### config.mk
export PLATFORM = sky130hd
export DESIGN_NAME = prng_share_ctrl
export DESIGN_NICKNAME = d
export VERILOG_FILES = /design/src/rtl/prng_pkg.sv /design/src/rtl/prng_share_ctrl_core.sv /design/src/rtl/prng_share_ctrl.sv
export SDC_FILE = /design/constraint.sdc
export NUM_CORES = 1
export LEC_CHECK = 0
export ABC_AREA = 0
export CAP_MARGIN = 40
export CORE_MARGIN = 4
export CORE_UTILIZATION = 60
export DETAILED_ROUTE_END_ITERATION = 10
export DONT_BUFFER_PORTS = 1
export GPL_TIMING_DRIVEN = 0
export HOLD_SLACK_MARGIN = 0.02
export PLACE_DENSITY = 0.79
export SLEW_MARGIN = 25
export SYNTH_ARGS = -nofsm -noshare
export SYNTH_HDL_FRONTEND = slang
export SYNTH_SLANG_ARGS = --single-unit
export TNS_END_PERCENT = 50
### constraint.sdc
create_clock -name i_clk -period 6.1 [get_ports i_clk]
set_clock_uncertainty 0.05 [all_clocks]
set_input_delay 1.22 -clock i_clk [delete_from_list [all_inputs] [get_ports i_clk]]
set_output_delay 1.22 -clock i_clk [all_outputs]
set_load 0.01 [all_outputs]
### src/rtl/prng_pkg.sv
// Shared types and constants for the PRNG sharing controller and its core.
// Latency: n/a (declarations only).
// Backpressure: n/a.
package prng_pkg;

    // Sequencer phases: load seed, discard warm-up words, serve requesters.
    typedef enum logic [1:0] {
        ST_SEED = 2'd0,
        ST_WARM = 2'd1,
        ST_RUN  = 2'd2
    } state_t;

    // Power-up seeds, also substituted when a runtime seed pair is all zero.
    localparam logic [31:0] DEF_SEED_S0 = 32'h0000_0001;
    localparam logic [31:0] DEF_SEED_S1 = 32'h0000_0002;

    // xoroshiro64* step constants.
    localparam int          XORO_ROT_A = 26;
    localparam int          XORO_SHIFT = 9;
    localparam int          XORO_ROT_B = 13;
    localparam logic [31:0] XORO_MULT  = 32'h9E37_79BB;

    function automatic logic [31:0] rotl32(input logic [31:0] x, input int k);
        return (x << k) | (x >> (32 - k));
    endfunction

endpackage

### src/rtl/prng_share_ctrl_core.sv
// xoroshiro64* generator: 2x32-bit state, registered 32-bit result, seed load.
// Latency: result updates one clock after a step (cg=1, seed_valid=0).
// Backpressure: none; cg=0 freezes state and result, so a word is held until consumed.
// Ports: clk; cg (step/load enable); seed_valid (load seeds instead of stepping);
//        seed_s0/seed_s1 (seed pair); result (registered output word).
// State has no reset: it is always reloaded by the controller before use.
module prng_share_ctrl_core
    import prng_pkg::*;
(
    input  logic        clk,
    input  logic        cg,
    input  logic        seed_valid,
    input  logic [31:0] seed_s0,
    input  logic [31:0] seed_s1,
    output logic [31:0] result
);

    logic [31:0] s0;
    logic [31:0] s1;
    logic [31:0] mix;

    assign mix = s0 ^ s1;

    always_ff @(posedge clk) begin
        if (cg) begin
            if (seed_valid) begin
                s0 <= seed_s0;
                s1 <= seed_s1;
            end else begin
                // Output is scrambled from the pre-step s0.
                result <= s0 * XORO_MULT;
                s0     <= rotl32(s0, XORO_ROT_A) ^ mix ^ (mix << XORO_SHIFT);
                s1     <= rotl32(mix, XORO_ROT_B);
            end
        end
    end

endmodule

### src/rtl/prng_share_ctrl.sv
// Seeds one xoroshiro64* core, discards warm-up words, then round-robins words to requesters.
// Latency: grant is combinational; the granted word is o_data in the same cycle, next word at t+1.
// Backpressure: core only steps on a grant, so an unconsumed word is held between grants.
// Ports: i_clk, i_arstn (async active-low); i_reseed + i_seedS0/i_seedS1 (runtime reseed);
//        i_req (request levels); o_gnt (one-hot grant); o_data (word); o_ready (serving).
module prng_share_ctrl
    import prng_pkg::*;
#(
    parameter int          N_REQ   = 4,
    parameter int          WARMUP  = 8,
    parameter logic [31:0] SEED_S0 = DEF_SEED_S0,
    parameter logic [31:0] SEED_S1 = DEF_SEED_S1
) (
    input  logic             i_clk,
    input  logic             i_arstn,
    input  logic             i_reseed,
    input  logic [31:0]      i_seedS0,
    input  logic [31:0]      i_seedS1,
    input  logic [N_REQ-1:0] i_req,
    output logic [N_REQ-1:0] o_gnt,
    output logic [31:0]      o_data,
    output logic             o_ready
);

    localparam int PTR_W = $clog2(N_REQ);
    // One extra code so the counter can pass WARMUP without wrapping.
    localparam int CNT_W = $clog2(WARMUP + 2);
    localparam logic [CNT_W-1:0] WARM_LAST = CNT_W'(WARMUP);
    localparam logic [PTR_W-1:0] PTR_RST   = PTR_W'(N_REQ - 1);

    state_t           state;
    state_t           state_nxt;
    logic [31:0]      hold_s0;
    logic [31:0]      hold_s1;
    logic [CNT_W-1:0] warm_cnt;
    logic [PTR_W-1:0] ptr;
    logic [PTR_W-1:0] win;
    logic             found;
    logic             cg;
    logic             seed_valid;

    // Round-robin pick: first requester above the pointer, else wrap to the
    // lowest index at or below it. Two passes give an explicit modulo-N_REQ
    // wrap that also holds for non-power-of-2 N_REQ.
    always_comb begin
        found = 1'b0;
        win   = ptr;
        for (int i = 0; i < N_REQ; i++) begin
            if (!found && i_req[i] && (i > int'(ptr))) begin
                found = 1'b1;
                win   = PTR_W'(i);
            end
        end
        for (int i = 0; i < N_REQ; i++) begin
            if (!found && i_req[i] && (i <= int'(ptr))) begin
                found = 1'b1;
                win   = PTR_W'(i);
            end
        end
    end

    always_comb begin
        state_nxt  = state;
        cg         = 1'b0;
        seed_valid = 1'b0;
        o_gnt      = '0;
        case (state)
            ST_SEED: begin
                seed_valid = 1'b1;
                cg         = 1'b1;
                state_nxt  = ST_WARM;
            end
            ST_WARM: begin
                // WARMUP+1 steps: the extra one flushes the stale result register.
                cg = 1'b1;
                if (warm_cnt == WARM_LAST) begin
                    state_nxt = ST_RUN;
                end
            end
            ST_RUN: begin
                if (found) begin
                    o_gnt = {{(N_REQ-1){1'b0}}, 1'b1} << win;
                    cg    = 1'b1;
                end
            end
            default: state_nxt = ST_SEED;
        endcase
        // Reseed overrides everything; a SEED cycle still completes its load
        // (of the old holding regs), and the following SEED loads the new pair.
        if (i_reseed) begin
            state_nxt = ST_SEED;
            o_gnt     = '0;
            if (state != ST_SEED) begin
                cg = 1'b0;
            end
        end
    end

    always_ff @(posedge i_clk or negedge i_arstn) begin
        if (!i_arstn) begin
            state    <= ST_SEED;
            hold_s0  <= SEED_S0;
            hold_s1  <= SEED_S1;
            warm_cnt <= '0;
            ptr      <= PTR_RST;
        end else begin
            state <= state_nxt;
            if (i_reseed) begin
                // An all-zero state would lock the generator at zero forever.
                if ((i_seedS0 == 32'd0) && (i_seedS1 == 32'd0)) begin
                    hold_s0 <= SEED_S0;
                    hold_s1 <= SEED_S1;
                end else begin
                    hold_s0 <= i_seedS0;
                    hold_s1 <= i_seedS1;
                end
            end
            if (state == ST_SEED) begin
                warm_cnt <= '0;
            end else if (state == ST_WARM) begin
                warm_cnt <= warm_cnt + 1'b1;
            end
            if (|o_gnt) begin
                ptr <= win;
            end
        end
    end

    prng_share_ctrl_core u_core (
        .clk        (i_clk),
        .cg         (cg),
        .seed_valid (seed_valid),
        .seed_s0    (hold_s0),
        .seed_s1    (hold_s1),
        .result     (o_data)
    );

    assign o_ready = (state == ST_RUN);

endmodule
==> results.json <==
{
  "drcViolationCount": 0,
  "first_pass_iters": 6,
  "cts_buffer_depth": 2,
  "period_needed_ps": 6690,
  "synth_ff_type": "edfxtp_1",
  "cts.clk_slew.worst_paths_ps": 80,
  "worstMarginPinSlew_ps": 860,
  "num_rows": 62,
  "synth-edff-count": 96,
  "finalWorstSetupSlack_ps": -588,
  "yosys.area.top_type": "fa_1",
  "status": "finished, violations left",
  "die-area_um2": 32100,
  "grt_max_degree": 73,
  "rrSetupSlack_ps": -590,
  "cap_violations": 0,
  "antennaDiodeCount": 0,
  "final_layout_size_suffix_gt1_share_pct": 18.2,
  "r2r-end": "u_core.result[31]$_DFFE_PP_",
  "io_buffers": 0,
  "ys_top_cells_by_area": "fa_1 (29%), edfxtp_1 (16%), ha_1 (13%)",
  "drt-total-wl_mm": 47.9,
  "layout_commonest_cell": "inv_1",
  "critPathKind": "register to register",
  "grt_pass1_vias": 13437,
  "areaGrowthSynthToFinish_pct": 14.7,
  "via_per_inst": 5.78,
  "nets": 2208,
  "maxSlewHeadroom_pct": 42.2,
  "cts_buffers": 17,
  "yosysTopAreaCellShare_pct": 29.3,
  "wire_per_inst_um": 22.9,
  "cts.sinks": 168,
  "initial_utilization_pct": 61.1,
  "final_cell_mix": "inv_1 (383), fa_1 (243), ha_1 (159), xnor2_1 (133), edfxtp_1 (96)",
  "yosysSeqAreaShare_pct": 26.7,
  "grt_setup_unrepaired": "yes",
  "grt-ovfl-total": 0,
  "syn_area_um2": 17600,
  "violations": "negative setup slack",
  "period_share_pct": 110,
  "critPathCaptureType": "register",
  "grtUsageTotal_pct": 30.8,
  "gp_congestion": 1.01,
  "crit_arrival_ps": 6830,
  "die_h_um": 179,
  "hpwl_mm": 36.2,
  "ys_warn_count": 0,
  "r2r_cells": 22,
  "dr_total_vias": 12088,
  "drtIter0Drc": 1042,
  "fin_cells": 2093,
  "postSynthCellCount": 1574,
  "coreArea_um2": 28800,
  "setup_viol": 14,
  "cts_root_buf": "clkbuf_16",
  "tritoncts": "built",
  "finalMaxSlewViolations": 0,
  "htreeDepth": 4,
  "finalHoldViolCount": 0,
  "dp.cells": 1962,
  "r2r-start": "u_core.s0[10]$_DFFE_PP_",
  "worstHoldPathType": "primary input to asynchronous set/reset pin",
  "cp-start-kind": "register",
  "ys_seq_elements": 168,
  "synth.distinct_cells": 62,
  "required_ps": 6240,
  "antenna_found_initial": 0,
  "clock_latency_ps": 460,
  "grt_pass1_wl_mm": 73.6,
  "syn_avg_cell_area_um2": 11.2,
  "die_w_um": 179,
  "drtAntennaViolNets": 0,
  "syn-num-nets": 2086,
  "async_reset_ff_share_pct": 42.9,
  "fmax_mhz": 150,
  "ios": 108,
  "cp_max_fo": 3
}
-- synth_stat cells, drive strengths merged (21+ instances only) --
cell type	number
o21ai	43
ha	184
nand2	47
nor2	56
dfrtp	68
mux2	65
a21oi	66
xnor2	133
edfxtp	96
fa	257
clkbuf	21
inv	400
-- worst max-delay path by stage --
stage / startpoint / to / slack (ps) / depth (start not counted)
after CTS: u_core.s0[14]$_DFFE_PP_ / u_core.result[31]$_DFFE_PP_ / -460 / 23
after detailed placement: u_core.s0[3]$_DFFE_PP_ / u_core.result[29]$_DFFE_PP_ / -1480 / 21
after global routing: u_core.s0[10]$_DFFE_PP_ / u_core.result[25]$_DFFE_PP_ / -710 / 23
after floorplan: u_core.s0[14]$_DFFE_PP_ / u_core.result[31]$_DFFE_PP_ / -230 / 22
after global placement: u_core.s0[3]$_DFFE_PP_ / u_core.result[29]$_DFFE_PP_ / -1370 / 21
final: u_core.s0[10]$_DFFE_PP_ / u_core.result[31]$_DFFE_PP_ / -590 / 22
-- cell type report --
| cell class | instances | area (um^2) |
|---|---|---|
| multi-input combinational | 978 | 11800 |
| fill | 1843 | 8610 |
| sequential | 168 | 4690 |
| inverter | 400 | 1520 |
| timing repair buffer | 103 | 898 |
| tap | 384 | 480 |
| clock buffer | 17 | 425 |
| clock inverter | 15 | 209 |
| buffer | 28 | 150 |
-- state kept, by name (all words and copies together) (netlist names) --
| name | count |
|---|---|
| u_core.result | 32 |
| warm_cnt | 4 |
| hold_s0 | 32 |
| hold_s1 | 32 |
| u_core.s0 | 32 |
| ptr | 2 |
| u_core.s1 | 32 |
| state | 2 |
-- per-stage QoR --
stage	hold slack (ps)	worst slack, ps	cell area (um^2)	util [%]	TNS (ps)
2_1_floorplan	431	-230	17600	-	-1270
3_3_place_gp	444	-1370	18100	62.9	-13780
3_5_place_dp	445	-1480	18200	63.3	-14770
4_1_cts	396	-460	19700	68.3	-4520
5_1_grt	388	-706	20200	70.1	-7130
6_report	402	-588	20200	70.1	-4860
-- worst max-delay path, cell delays in order (launching register included) --
cell      delay [ps]
edfxtp_1         520
buf_6            180
buf_4            150
ha_2             330
ha_1             180
inv_1             80
fa_1             500
fa_1             530
inv_2             40
fa_1             480
inv_1             50
fa_1             500
fa_1             520
fa_1             530
inv_2             50
ha_4             260
and3_4           180
and3_4           200
nand4_1          280
a31oi_4          400
nor2_4            90
o31ai_4          190
xnor2_1          110
-- layer usage --
layer	wire (um)	GRT usage, %	vias to the layer above
met1	16700	35.9	6061
met4	3480	18.0	0
met5	0	0	-
li1	-	-	5234
met2	23600	52.2	597
met3	4000	7.38	196
-- timing repair --
action,CTS,global route
hold buffers,0,0
gates resized for setup,61,73
endpoints found under the setup margin,19,20
setup buffers,77,22
pin swaps,44,36
-- logic make-up (layout without fill, tap and decap cells) --
family,count (synthesis),in the layout,synth area share (%)
flip-flops,168,168,26.7
AO/OA/AOI/OAI,164,164,5.78
multiplexers,66,66,4.22
adder cells (fa/ha/maj),441,441,42.4
XOR/XNOR,149,149,7.42
buffers and inverters,428,563,9.37
AND/OR/NAND/NOR,158,158,4.18
Power is left out: the tool's default activity adds up to more than one toggle a clock period on the data nets, which glitch-free logic cannot reach.
